[src/rtl/edabk_receiver.sv]
// edabk_receiver: oversampling UART receive stage (start, LSB-first data, optional parity, stop, break hold-off).
// Build option: define EDABK_RX_MAJORITY_VOTE_EN for 2-of-3 majority sampling of every bit.
`ifndef CFG_DATA_WIDTH
`define CFG_DATA_WIDTH 8
`endif

module edabk_receiver #(
    parameter int DATA_WIDTH = `CFG_DATA_WIDTH,
    parameter int OVERSAMPLE = 16
) (
    input  logic                  clk,
    input  logic                  reset,
    input  logic                  sample_tick,
    input  logic                  parity_en,
    input  logic                  parity_odd,
    input  logic                  full,
    input  logic                  rx_in,
    output logic [DATA_WIDTH-1:0] rx_data,
    output logic                  rx_valid,
    output logic                  parity_err,
    output logic                  frame_err,
    output logic                  overrun_err,
    output logic                  busy
);
    localparam int TW = $clog2(OVERSAMPLE);
    localparam int BW = $clog2(DATA_WIDTH) + 1;
    localparam logic [TW-1:0] BIT_PT = TW'(OVERSAMPLE - 1);
`ifdef EDABK_RX_MAJORITY_VOTE_EN
    // The vote window ends one tick later, so every bit decision shifts by one tick.
    localparam logic [TW-1:0] START_PT = TW'(OVERSAMPLE / 2);
`else
    localparam logic [TW-1:0] START_PT = TW'(OVERSAMPLE / 2 - 1);
`endif
    localparam logic [BW-1:0] LAST_BIT = BW'(DATA_WIDTH - 1);

    typedef enum logic [2:0] {
        ST_IDLE   = 3'd0,
        ST_START  = 3'd1,
        ST_DATA   = 3'd2,
        ST_PARITY = 3'd3,
        ST_STOP   = 3'd4,
        ST_BREAK  = 3'd5
    } state_t;

    function automatic logic calc_parity(input logic [DATA_WIDTH-1:0] d);
        return ^d;
    endfunction

`ifdef EDABK_RX_MAJORITY_VOTE_EN
    function automatic logic majority3(input logic a, input logic b, input logic c);
        return (a & b) | (a & c) | (b & c);
    endfunction
`endif

    logic                  rx_meta_r;
    logic                  rx_sync_r;
    state_t                state_r;
    state_t                state_s;
    logic [TW-1:0]         tick_cnt_r;
    logic [BW-1:0]         bit_cnt_r;
    logic [DATA_WIDTH-1:0] shift_r;
    logic                  par_en_r;
    logic                  par_odd_r;
    logic                  perr_r;
    logic [TW-1:0]         point_s;
    logic                  at_point_s;
    logic                  bit_val_s;
    logic                  last_bit_s;
    logic                  valid_s;
    logic                  ovr_s;
    logic                  ferr_s;
    logic                  perr_out_s;
    logic                  busy_s;

    // Two-flop synchronizer for the asynchronous serial line (idles high).
    always_ff @(posedge clk or posedge reset) begin
        if (reset) begin
            rx_meta_r <= 1'b1;
            rx_sync_r <= 1'b1;
        end else begin
            rx_meta_r <= rx_in;
            rx_sync_r <= rx_meta_r;
        end
    end

`ifdef EDABK_RX_MAJORITY_VOTE_EN
    logic [1:0] vote_r;

    // History of the two previous tick samples for the 2-of-3 vote.
    always_ff @(posedge clk or posedge reset) begin
        if (reset) begin
            vote_r <= 2'b11;
        end else if (sample_tick) begin
            vote_r <= {vote_r[0], rx_sync_r};
        end
    end

    assign bit_val_s = majority3(vote_r[1], vote_r[0], rx_sync_r);
`else
    assign bit_val_s = rx_sync_r;
`endif

    assign point_s    = (state_r == ST_START) ? START_PT : BIT_PT;
    assign at_point_s = sample_tick && (tick_cnt_r == point_s);
    assign last_bit_s = (bit_cnt_r == LAST_BIT);

    // FSM state register.
    always_ff @(posedge clk or posedge reset) begin
        if (reset) begin
            state_r <= ST_IDLE;
        end else begin
            state_r <= state_s;
        end
    end

    // FSM next-state decode.
    always_comb begin
        state_s = state_r;
        case (state_r)
            ST_IDLE: begin
                if (sample_tick && !rx_sync_r) state_s = ST_START;
                else                           state_s = ST_IDLE;
            end
            ST_START: begin
                if (at_point_s) state_s = bit_val_s ? ST_IDLE : ST_DATA;
                else            state_s = ST_START;
            end
            ST_DATA: begin
                if (at_point_s && last_bit_s) state_s = par_en_r ? ST_PARITY : ST_STOP;
                else                          state_s = ST_DATA;
            end
            ST_PARITY: begin
                if (at_point_s) state_s = ST_STOP;
                else            state_s = ST_PARITY;
            end
            ST_STOP: begin
                if (at_point_s) state_s = bit_val_s ? ST_IDLE : ST_BREAK;
                else            state_s = ST_STOP;
            end
            ST_BREAK: begin
                if (rx_sync_r) state_s = ST_IDLE;
                else           state_s = ST_BREAK;
            end
            default: state_s = ST_IDLE;
        endcase
    end

    // FSM output decode; busy is held low in the frame_err cycle so no pulse ever overlaps busy.
    always_comb begin
        valid_s    = 1'b0;
        ovr_s      = 1'b0;
        ferr_s     = 1'b0;
        perr_out_s = 1'b0;
        if ((state_r == ST_STOP) && at_point_s) begin
            valid_s    = bit_val_s & ~full;
            ovr_s      = bit_val_s & full;
            ferr_s     = ~bit_val_s;
            perr_out_s = bit_val_s & perr_r;
        end else begin
            valid_s    = 1'b0;
            ovr_s      = 1'b0;
            ferr_s     = 1'b0;
            perr_out_s = 1'b0;
        end
        busy_s = (state_s != ST_IDLE) && !ferr_s;
    end

    // Tick/bit counters, shift register and latched frame configuration; all stall without sample_tick.
    always_ff @(posedge clk or posedge reset) begin
        if (reset) begin
            tick_cnt_r <= TW'(0);
            bit_cnt_r  <= BW'(0);
            shift_r    <= DATA_WIDTH'(0);
            par_en_r   <= 1'b0;
            par_odd_r  <= 1'b0;
            perr_r     <= 1'b0;
        end else if (sample_tick) begin
            case (state_r)
                ST_IDLE: begin
                    tick_cnt_r <= TW'(0);
                    if (!rx_sync_r) begin
                        par_en_r  <= parity_en;
                        par_odd_r <= parity_odd;
                        perr_r    <= 1'b0;
                    end
                end
                ST_START: begin
                    if (at_point_s) begin
                        tick_cnt_r <= TW'(0);
                        bit_cnt_r  <= BW'(0);
                    end else begin
                        tick_cnt_r <= tick_cnt_r + TW'(1);
                    end
                end
                ST_DATA: begin
                    if (at_point_s) begin
                        shift_r[bit_cnt_r[BW-2:0]] <= bit_val_s;
                        bit_cnt_r  <= bit_cnt_r + BW'(1);
                        tick_cnt_r <= TW'(0);
                    end else begin
                        tick_cnt_r <= tick_cnt_r + TW'(1);
                    end
                end
                ST_PARITY: begin
                    if (at_point_s) begin
                        perr_r     <= (calc_parity(shift_r) ^ bit_val_s) != par_odd_r;
                        tick_cnt_r <= TW'(0);
                    end else begin
                        tick_cnt_r <= tick_cnt_r + TW'(1);
                    end
                end
                ST_STOP: begin
                    if (at_point_s) tick_cnt_r <= TW'(0);
                    else            tick_cnt_r <= tick_cnt_r + TW'(1);
                end
                default: tick_cnt_r <= TW'(0);
            endcase
        end
    end

    // Registered outputs: one-cycle pulses and the held receive byte.
    always_ff @(posedge clk or posedge reset) begin
        if (reset) begin
            rx_data     <= DATA_WIDTH'(0);
            rx_valid    <= 1'b0;
            parity_err  <= 1'b0;
            frame_err   <= 1'b0;
            overrun_err <= 1'b0;
            busy        <= 1'b0;
        end else begin
            if (valid_s) rx_data <= shift_r;
            rx_valid    <= valid_s;
            parity_err  <= perr_out_s;
            frame_err   <= ferr_s;
            overrun_err <= ovr_s;
            busy        <= busy_s;
        end
    end

endmodule

[config.mk]
export PLATFORM = sky130hd
export DESIGN_NAME = edabk_receiver
export DESIGN_NICKNAME = d
export VERILOG_FILES = /design/src/rtl/edabk_receiver.sv
export SDC_FILE = /design/constraint.sdc
export NUM_CORES = 1
export LEC_CHECK = 0
export ABC_AREA = 1
export BUFFER_PORTS_ARGS = -buffer_cell sky130_fd_sc_hd__buf_2
export CORE_MARGIN = 2
export CORE_UTILIZATION = 62
export CTS_CLUSTER_SIZE = 16
export DETAILED_ROUTE_END_ITERATION = 8
export PLACE_DENSITY = 0.91
export SYNTH_ARGS = -nofsm -noshare
export SYNTH_HDL_FRONTEND = slang
export SYNTH_SLANG_ARGS = --single-unit
[constraint.sdc]
create_clock -name clk -period 2.95 [get_ports clk]
set_input_delay 0.4425 -clock clk [delete_from_list [all_inputs] [get_ports clk]]
set_output_delay 0.4425 -clock clk [all_outputs]
set_load 0.01 [all_outputs]
==> impl_metrics.tcl <==
set metrics [dict create \
    rsz0062_at_grt "false" \
    run_status "completed" \
    gp_congestion 0.8974 \
    layout_setup_ws_ps 1211 \
    insertion_delay_ps 340 \
    tritoncts "done" \
    grt_use_met3_pct 5.022 \
    routed-via-count 1480 \
    avgRoutedWirePerCell_um 12.22 \
    synth_nets 231 \
    cts_buffers 5 \
    ys_ff_latch 37 \
    clock-root-buffer "clkbuf_4" \
    core_mm2 0.003003 \
    n_antenna_cell 0 \
    synthDistinctLibCells 34 \
    finalHoldViolCount 0 \
    final-seq-area_um2 928.4 \
    htree_levels 2 \
    finalMaxSlewViolations 0 \
    fmaxAchievable_ghz 0.5749 \
    max-cap-violations 0 \
    hold_path_class "input port to asynchronous set/reset pin" \
    worst_setup_path_end_kind "flip-flop" \
    core.rowCount 20 \
    finalWirelength_um 3421 \
    worstPathRequired_ps 3240 \
    grt_pass1_wl_um 5947 \
    track_usage_pct 22.83 \
    nets 255 \
    peakVddDrop_mv 0.3942 \
    critPathMaxFanout 11 \
    final_cell_mix "nand2_1 (60), dfrtp_1 (35), inv_1 (30), buf_2 (19)" \
    grt_overflow 0 \
    die_h_um 59.57 \
    numClockSinks 37 \
    hold_ws_ps 169.7 \
    clock_path_buffers 2 \
    finalSetupTns_ps 0 \
    dieWidth_um 59.57 \
    drt_iter0_drc 92 \
    post_cts_resized 0 \
    arrival_ps 2030 \
    post-cts-setup-buffers 0 \
    startpoint "tick_cnt_r[0]$_DFFE_PP0P_" \
    antenna_found_initial 0 \
    power.density_mw_per_mm2 663.9 \
    drcViolationCount 0 \
    clk_pin_slew_worst_paths_ps 120 \
    routed_via_density 5.286 \
    multiInputGateArea_um2 832.0 \
    synth_warnings 0 \
    syn_area_mm2 0.001914 \
    fillers 234 \
    dp_slack_ps 1230 \
    use_met2_pct 32.97 \
    skew_ps 13.67 \
    io_buffer_count 19 \
    slew_headroom_pct 69.73 \
    crit_type "flip-flop to flip-flop" \
    postRouteAntennaNets 0 \
    pin_count 20 \
    grt_pass1_vias 1369 \
    initial_core_util_pct 63.75 \
    synth_cells 222 \
    dieArea_mm2 0.003548 \
    seq_area_frac_synth_pct 48.50 \
    dp_hpwl_um 2558 \
    met1_usage_pct 32.29 \
    grt-busiest-layer "met2" \
    first_pass_iters 5 \
    grt_max_degree 38 \
    period_share_pct 58.96 \
    holdBufCountCts 0 \
    layout-drive-gt1-share_pct 21.05 \
    r2r_start "tick_cnt_r[0]$_DFFE_PP0P_" \
    final_common_cell "nand2_1" \
    p_leak_nw 1.137 \
    tightestPinTransition_ps 454.0 \
    synth.avg_cell_area_um2 8.623 \
    worst_setup_path_start_kind "flip-flop" \
    setup_violations 0 \
    syn_to_final_growth_pct 9.020 \
    fin_crit_ps 1739 \
]
## sequential cells by signal (all words and copies together), names as in the netlist, 3 cells and up
register    cells
rx_data         8
tick_cnt_r      4
state_r         3
bit_cnt_r       4
shift_r         8
## final timing paths
check	to	slack, ps	cells after the start
max	rx_data[6]$_DFFE_PP0P_	1210	9
min in group clk	rx_meta_r$_DFF_PP1_	180	1
max reg2reg	rx_data[6]$_DFFE_PP0P_	1210	9
min	tick_cnt_r[1]$_DFFE_PP0P_	170	3
min reg2reg	bit_val_s$_DFF_PP1_	370	0
max in group asynchronous	rx_meta_r$_DFF_PP1_	2430	3
## area by class of cell
class | instances | share of cell area, %
repair buffers | 20 | 4.916
clock buffers | 5 | 1.799
flip-flops and latches | 37 | 44.48
multi-input cells | 148 | 39.87
inverters | 34 | 6.115
clock inverters | 3 | 0.8393
well taps | 33 | 1.978
## through the flow
stage                     power [W]  area [um2]  instances  util, %
after floorplan            0.001039        1914        222        -
after global routing       0.001487        2087        280    69.50
after global placement     0.001112        2032        272    67.67
after CTS                  0.001390        2087        280    69.50
final                      0.001386        2087        280    69.50
after detailed placement   0.001130        2032        272    67.67
## where the power goes
part | switching [W] | total, W | internal [W]
combinational | 0.000284 | 0.000441 | 0.000157
sequential | 0.0000979 | 0.000685 | 0.000587
clock | 0.000170 | 0.000260 | 0.0000899
## synth_stat cells (all sizes together)
cell    count  area share [%]
a21boi      1            0.39
a21oi       3            0.78
buf         2             1.2
clkbuf      1            0.20
dfrtp      35              46
dfstp       2             2.7
ha          2             1.3
inv        34             6.7
nand2      65              14
nand3      16             4.4
nand3b      1            0.39
nand4       8             5.0
nor2       20             5.6
nor3        3             1.0
o211ai      1            0.39
o21ai      13             3.8
o21bai      1            0.39
o22ai       1            0.33
o31ai       1            0.39
o32ai       1            0.46
or2         1            0.33
xnor2       5             2.3
xor2        5             2.3
## cell families (layout without fill, tap and decap cells)
logic type / count (synthesis) / count (layout) / synth area share (%)
fa+ha+maj: 2 / 2 / 1.307
xor+xnor: 10 / 10 / 4.575
buf+inv: 37 / 62 / 8.039
simple gates: 114 / 114 / 30.65
flops: 37 / 37 / 48.50
compound gates: 22 / 22 / 6.929
## layer usage
metal	wire length [um]	up-vias	part of all wire (%)
met1	1654	664	48
met2	1497	49	44
met3	185	10	5.4
met5	0	-	0
met4	84	0	2.5
li1	-	757	-
## worst max-delay path: stages (launching register included)
cell and delay (ps):
dfrtp_1 430, ha_1 190, nand2_2 80, nor2_4 190
inv_2 100, nor2_8 170, nand4_4 210, inv_2 190
nand2_1 80, nand2_1 60
(Power assumes the default switching activity.)
